[src/rtl/coef_collector.sv]
`default_nettype none
// +----------------------------------------------------------------------------+
// | coef_collector                                                             |
// | Packs one subgraph's attention coefficients into a single softmax word.    |
// | Optional: COEF_MAX_TRACK_EN adds sm_max_o, the running coefficient max.    |
// | Revision: 1.0                                                              |
// +----------------------------------------------------------------------------+
module coef_collector #(
  parameter int DATA_WIDTH     = 8,
  parameter int MAX_NODES      = 168,
  parameter int NUM_NODE_WIDTH = $clog2(MAX_NODES),
  localparam int SOFTMAX_WIDTH = MAX_NODES*DATA_WIDTH + NUM_NODE_WIDTH
) (
  input  logic                      clk,
  input  logic                      rst_n,
  input  logic [DATA_WIDTH-1:0]     coef_ff_dout,
  input  logic                      coef_ff_empty,
  output logic                      coef_ff_rd_vld,
  input  logic [NUM_NODE_WIDTH-1:0] num_node_ff_dout,
  input  logic                      num_node_ff_empty,
  output logic                      num_node_ff_rd_vld,
  output logic [SOFTMAX_WIDTH-1:0]  sm_ff_din,
  input  logic                      sm_ff_full,
  output logic                      sm_ff_wr_vld,
  output logic                      busy_o
`ifdef COEF_MAX_TRACK_EN
  ,
  output logic [DATA_WIDTH-1:0]     sm_max_o
`endif
);

  localparam int BUF_WIDTH = MAX_NODES*DATA_WIDTH;

  localparam logic [1:0] c_idle    = 2'd0;
  localparam logic [1:0] c_collect = 2'd1;
  localparam logic [1:0] c_push    = 2'd2;

  localparam logic [NUM_NODE_WIDTH-1:0] c_max_nodes = NUM_NODE_WIDTH'(MAX_NODES);

  logic [1:0]                r_state;
  logic [NUM_NODE_WIDTH-1:0] r_idx;
  logic [NUM_NODE_WIDTH-1:0] r_target;
  logic [BUF_WIDTH-1:0]      r_buf;

  logic                      w_pop_cnt;
  logic                      w_pop_coef;
  logic [NUM_NODE_WIDTH-1:0] w_target;
  logic [NUM_NODE_WIDTH-1:0] w_idx_nxt;

  // rst_n gates the pop so the output is low while reset is held even with data waiting
  assign w_pop_cnt  = rst_n && (r_state == c_idle) && !num_node_ff_empty;
  assign w_pop_coef = (r_state == c_collect) && !coef_ff_empty;
  assign w_target   = (num_node_ff_dout > c_max_nodes) ? c_max_nodes : num_node_ff_dout;
  assign w_idx_nxt  = r_idx + 1'b1;

  assign num_node_ff_rd_vld = w_pop_cnt;
  assign coef_ff_rd_vld     = w_pop_coef;
  assign sm_ff_wr_vld       = (r_state == c_push) && !sm_ff_full;
  assign sm_ff_din          = {r_buf, r_target};
  assign busy_o             = (r_state != c_idle);

  always_ff @(posedge clk or negedge rst_n) begin
    if (!rst_n) begin
      r_state  <= c_idle;
      r_idx    <= '0;
      r_target <= '0;
      r_buf    <= '0;
    end else begin
      case (r_state)
        c_idle: begin
          if (w_pop_cnt) begin
            r_target <= w_target;
            r_buf    <= '0;
            r_idx    <= '0;
            r_state  <= (w_target != '0) ? c_collect : c_push;
          end
        end
        c_collect: begin
          if (w_pop_coef) begin
            // Slot 0 sits at the MSBs so the first coefficient leads the word
            for (int k = 0; k < MAX_NODES; k++) begin
              if (r_idx == NUM_NODE_WIDTH'(k))
                r_buf[BUF_WIDTH-1-k*DATA_WIDTH -: DATA_WIDTH] <= coef_ff_dout;
            end
            r_idx <= w_idx_nxt;
            if (w_idx_nxt == r_target)
              r_state <= c_push;
          end
        end
        c_push: begin
          if (!sm_ff_full)
            r_state <= c_idle;
        end
        default: r_state <= c_idle;
      endcase
    end
  end

`ifdef COEF_MAX_TRACK_EN
  logic [DATA_WIDTH-1:0] r_max;

  always_ff @(posedge clk or negedge rst_n) begin
    if (!rst_n) begin
      r_max <= '0;
    end else if (w_pop_cnt) begin
      r_max <= '0;
    end else if (w_pop_coef && (coef_ff_dout > r_max)) begin
      r_max <= coef_ff_dout;
    end
  end

  assign sm_max_o = r_max;
`else
  // Maximum tracking is not built in this configuration.
`endif

endmodule
`default_nettype wire
[config.mk]
export PLATFORM = sky130hd
export DESIGN_NAME = coef_collector
export DESIGN_NICKNAME = d
export VERILOG_FILES = /design/src/rtl/coef_collector.sv
export SDC_FILE = /design/constraint.sdc
export NUM_CORES = 2
export LEC_CHECK = 0
export BUFFER_PORTS_ARGS = -buffer_cell sky130_fd_sc_hd__buf_2
export CORE_AREA = 4 4 540 542
export CTS_CLUSTER_DIAMETER = 40
export DETAILED_ROUTE_END_ITERATION = 8
export DIE_AREA = 0 0 544 546
export HOLD_SLACK_MARGIN = 0.06
export PLACE_DENSITY_LB_ADDON = 0.08
export SYNTH_ARGS = -nofsm -noshare
export SYNTH_HDL_FRONTEND = slang
export SYNTH_SLANG_ARGS = --single-unit
export TNS_END_PERCENT = 30
[constraint.sdc]
create_clock -name clk -period 2.25 [get_ports clk]
set_input_delay 0 -clock clk [delete_from_list [all_inputs] [get_ports clk]]
set_output_delay 0 -clock clk [all_outputs]
set_load 0.005 [all_outputs]
==> impl_results.md <==
- Status: complete, but fails checks
- Failing checks: negative setup slack
- Final #Nets: 5346
- Post-DP HPWL: 200000 um
- Die Y: 546 um
- Starting density of the core: 18.5%
- Num CTS Buffers: 327
- Slew headroom: 28.5%
- Post-layout min period: 2.32 ns
- Worst-Skew Late Latency: 0.90 ns
- Core Util, Final: 28.7%
- Maxcap violations: 0
- Count leader, synth: dfrtp_1
- Clock sinks: 1362
- Initial antenna violation count: 23
- Vias in the first global route: 40800
- Clock Skew: 0.0609 ns
- CP Data Arrival Time: 3.05 ns
- Largest fanout on the critical path: 5
- Largest net degree at the start of global routing: 179
- Share of cells above drive strength 1: 69.2%
- Drt pass-1 iters: 5
- Pwr dens: 1690 nW/um^2
- Most frequent cells after synthesis: dfrtp_1, mux2_2, o21ai_0, nand2_2, clkbuf_1
- # H-tree levels: 5
- Worst slew pin tran: 1.07 ns
- Register area share after synthesis: 64.3%
- Setup CP Type: reg2reg
- Final hold vios: 0
- Post-synth EDFFs: 0
- Finished Layout Cells: 9387
- Final WS setup: -0.0686 ns
- RSZ-0062 raised after global routing: true
- Placer congestion estimate: 0.756
- WP data required: 2.98 ns
- Area contributors post-synth: dfrtp_1, mux2_2, nand2_2
- Layout fillers: 29700
- Cells after Synth: 3408
- Slew Viols, Final: 0
- VDD IR max: 0.634 mV
- Number of top-level pins: 1377
- Placed cell count: 8703
- Synth top area share: 64.3%
- Syn Nets: 3433
- Worst-path clk slew: 0.04 ns
- Post-Place Worst Slack: -0.398 ns
- Core region area: 287000 sq um
- Wire length per cell: 29.2 um
- Clock Root Buffer: clkbuf_16
- P_leak: 40.7 nW
- Total power: 140 mW
- DR DRC count: 0
- Cell taking the most area after synthesis: dfrtp_1
- Syn avg cell area: 15.6 sq um
- Routed wire length: 274000 um
- Synthesized cell area: 53000 sq um
- Yosys Warn Count: 0
- Tcrit/Tclk final: 103%
- Total gr overflow: 0
- Via Count: 37600
- Std-Cell Rows: 197
- DIE AREA: 297000 sq um
- Fmax: 431 MHz
- Critical path launch point type: flop
- Setup crit end kind: flop
- Ys async rst share: 100%
- Area growth from synthesis to layout: 55.5%
- Setup Viol. Count Final: 184
- Vias/cell: 4.00
- Distinct cell type count after synthesis: 50
- First-pass GRT wire length: 371000 um
- GRT Overall Usage: 17.9%
- DRT iter0 DRCs: 1197
- Die X: 544 um
- HP Class: in2reg
- CTS tree: built
- Seq cells post-synth: 1362
- IO buf count: 1376
- Synth Flop Type: dfrtp_1
- Post-route ant nets: 0
- Maximum clock insertion buffer count: 4
## cells by family (layout without fill, tap and decap cells)
kind of cell    after synthesis  count (layout)  share of synthesized area [%]
xor+xnor                      8               8                          0.132
buf+inv                     225            2409                           2.01
mux                        1344            1344                           28.6
simple gates                257             258                           2.83
compound gates              208             208                           2.09
fa+ha+maj                     4               4                         0.0944
flops                      1362            1362                           64.3
other cells                   0              13                              0
## worst max-delay path, stage by stage, from the launching register on
cell and delay (ns):
dfrtp_4 0.49, or4b_4 0.52, buf_6 0.16, nand2_8 0.13, buf_12 0.13, buf_16 0.13
buf_8 0.11, nand2_4 0.06, buf_12 0.16, mux2_2 0.29
## cell type report
class | count | area, sq um | share of cell area [%]
Sequential cell | 1362 | 34100 | 41.3
Multi-Input combinational cell | 1822 | 18700 | 22.7
Timing Repair Buffer | 1803 | 13000 | 15.8
Clock buffer | 416 | 9140 | 11.1
Tap cell | 3781 | 4730 | 5.74
Clock inverter | 185 | 2770 | 3.36
Antenna cell | 13 | 32.5 | 0.0394
Inverter | 5 | 23.8 | 0.0288
## per-stage QoR
| step | TNS [ns] | hold WS [ns] | instance area [sq um] |
|---|---|---|---|
| 2_1_floorplan | 0 | -0.296 | 53000 |
| 3_3_place_gp | -46.89 | 0.239 | 68800 |
| 3_5_place_dp | -51.67 | 0.238 | 68800 |
| 4_1_cts | -28.62 | 0.0669 | 81900 |
| 5_1_grt | -53.62 | 0.119 | 82500 |
| 6_report | -4.18 | 0.143 | 82500 |
## where the power goes
group	total (mW)	switching (mW)	internal, mW
combinational	47.5	24.9	22.6
clock	51.0	16.2	34.9
sequential	41.1	5.63	35.5
## cell usage in the layout (no fill, tap or decap), types with 4 or more instances in the layout
| master | instances |
|---|---|
| nand2_2 | 90 |
| clkinvlp_4 | 32 |
| clkbuf_8 | 58 |
| nor2b_1 | 4 |
| a22o_1 | 5 |
| nand2_4 | 81 |
| diode_2 | 13 |
| xor2_1 | 5 |
| buf_2 | 1372 |
| clkbuf_16 | 334 |
| buf_8 | 7 |
| clkinv_16 | 10 |
| nor2_1 | 9 |
| mux2_4 | 21 |
| clkbuf_1 | 29 |
| nand2_1 | 20 |
| clkinv_4 | 11 |
| nand2_8 | 15 |
| o21ai_2 | 5 |
| o31ai_1 | 4 |
| dlygate4sd3_1 | 32 |
| inv_6 | 10 |
| and2_4 | 8 |
| buf_12 | 193 |
| o21ai_1 | 40 |
| inv_16 | 7 |
| a21oi_1 | 6 |
| buf_4 | 167 |
| buf_16 | 8 |
| clkinv_2 | 62 |
| dfrtp_1 | 1360 |
| mux2_2 | 1290 |
| o21ai_0 | 136 |
| bufinv_16 | 53 |
| mux2_1 | 33 |
| buf_6 | 17 |
## path summary, 6_finish.rpt
| check | startpoint | slack [ns] | end | cells past startpoint |
|---|---|---|---|---|
| worst max-delay path | r_state[0]$_DFFE_PN0P_ | -0.07 | r_buf[1190]$_DFFE_PN0P_ | 9 |
| worst min-delay path | num_node_ff_dout[7] | 0.14 | r_target[3]$_DFFE_PN0P_ | 4 |
| worst max register to register | r_state[0]$_DFFE_PN0P_ | -0.07 | r_buf[1190]$_DFFE_PN0P_ | 9 |
| worst min register to register | r_buf[1250]$_DFFE_PN0P_ | 0.48 | r_buf[1250]$_DFFE_PN0P_ | 1 |
| max in group asynchronous | rst_n | 0.11 | r_buf[103]$_DFFE_PN0P_ | 5 |
| min in group asynchronous | rst_n | 0.44 | r_buf[663]$_DFFE_PN0P_ | 4 |
## per-layer routing
layer | up-vias | global-route usage, % | share of wire (%)
met5 | - | 0 | 0
met4 | 0 | 4.31 | 2.3
met3 | 338 | 7.62 | 9.7
met2 | 1383 | 30.1 | 48
met1 | 19800 | 21.0 | 40
li1 | 16100 | - | -
## timing repair
action / CTS / global route
setup endpoints to repair: 682 / 1477
endpoints found under the hold margin: 1626 / 0
pin swaps: 3 / 1
setup buffers: 16 / 13
cloned: 5 / 6
resized for setup: 146 / 84
hold buffers: 32 / 0
## state kept, by name (all words and copies together) (netlist names)
name / count
r_state: 2
r_idx: 8
r_buf: 1344
r_target: 8
Note: power is estimated with default switching activity, not from simulation.
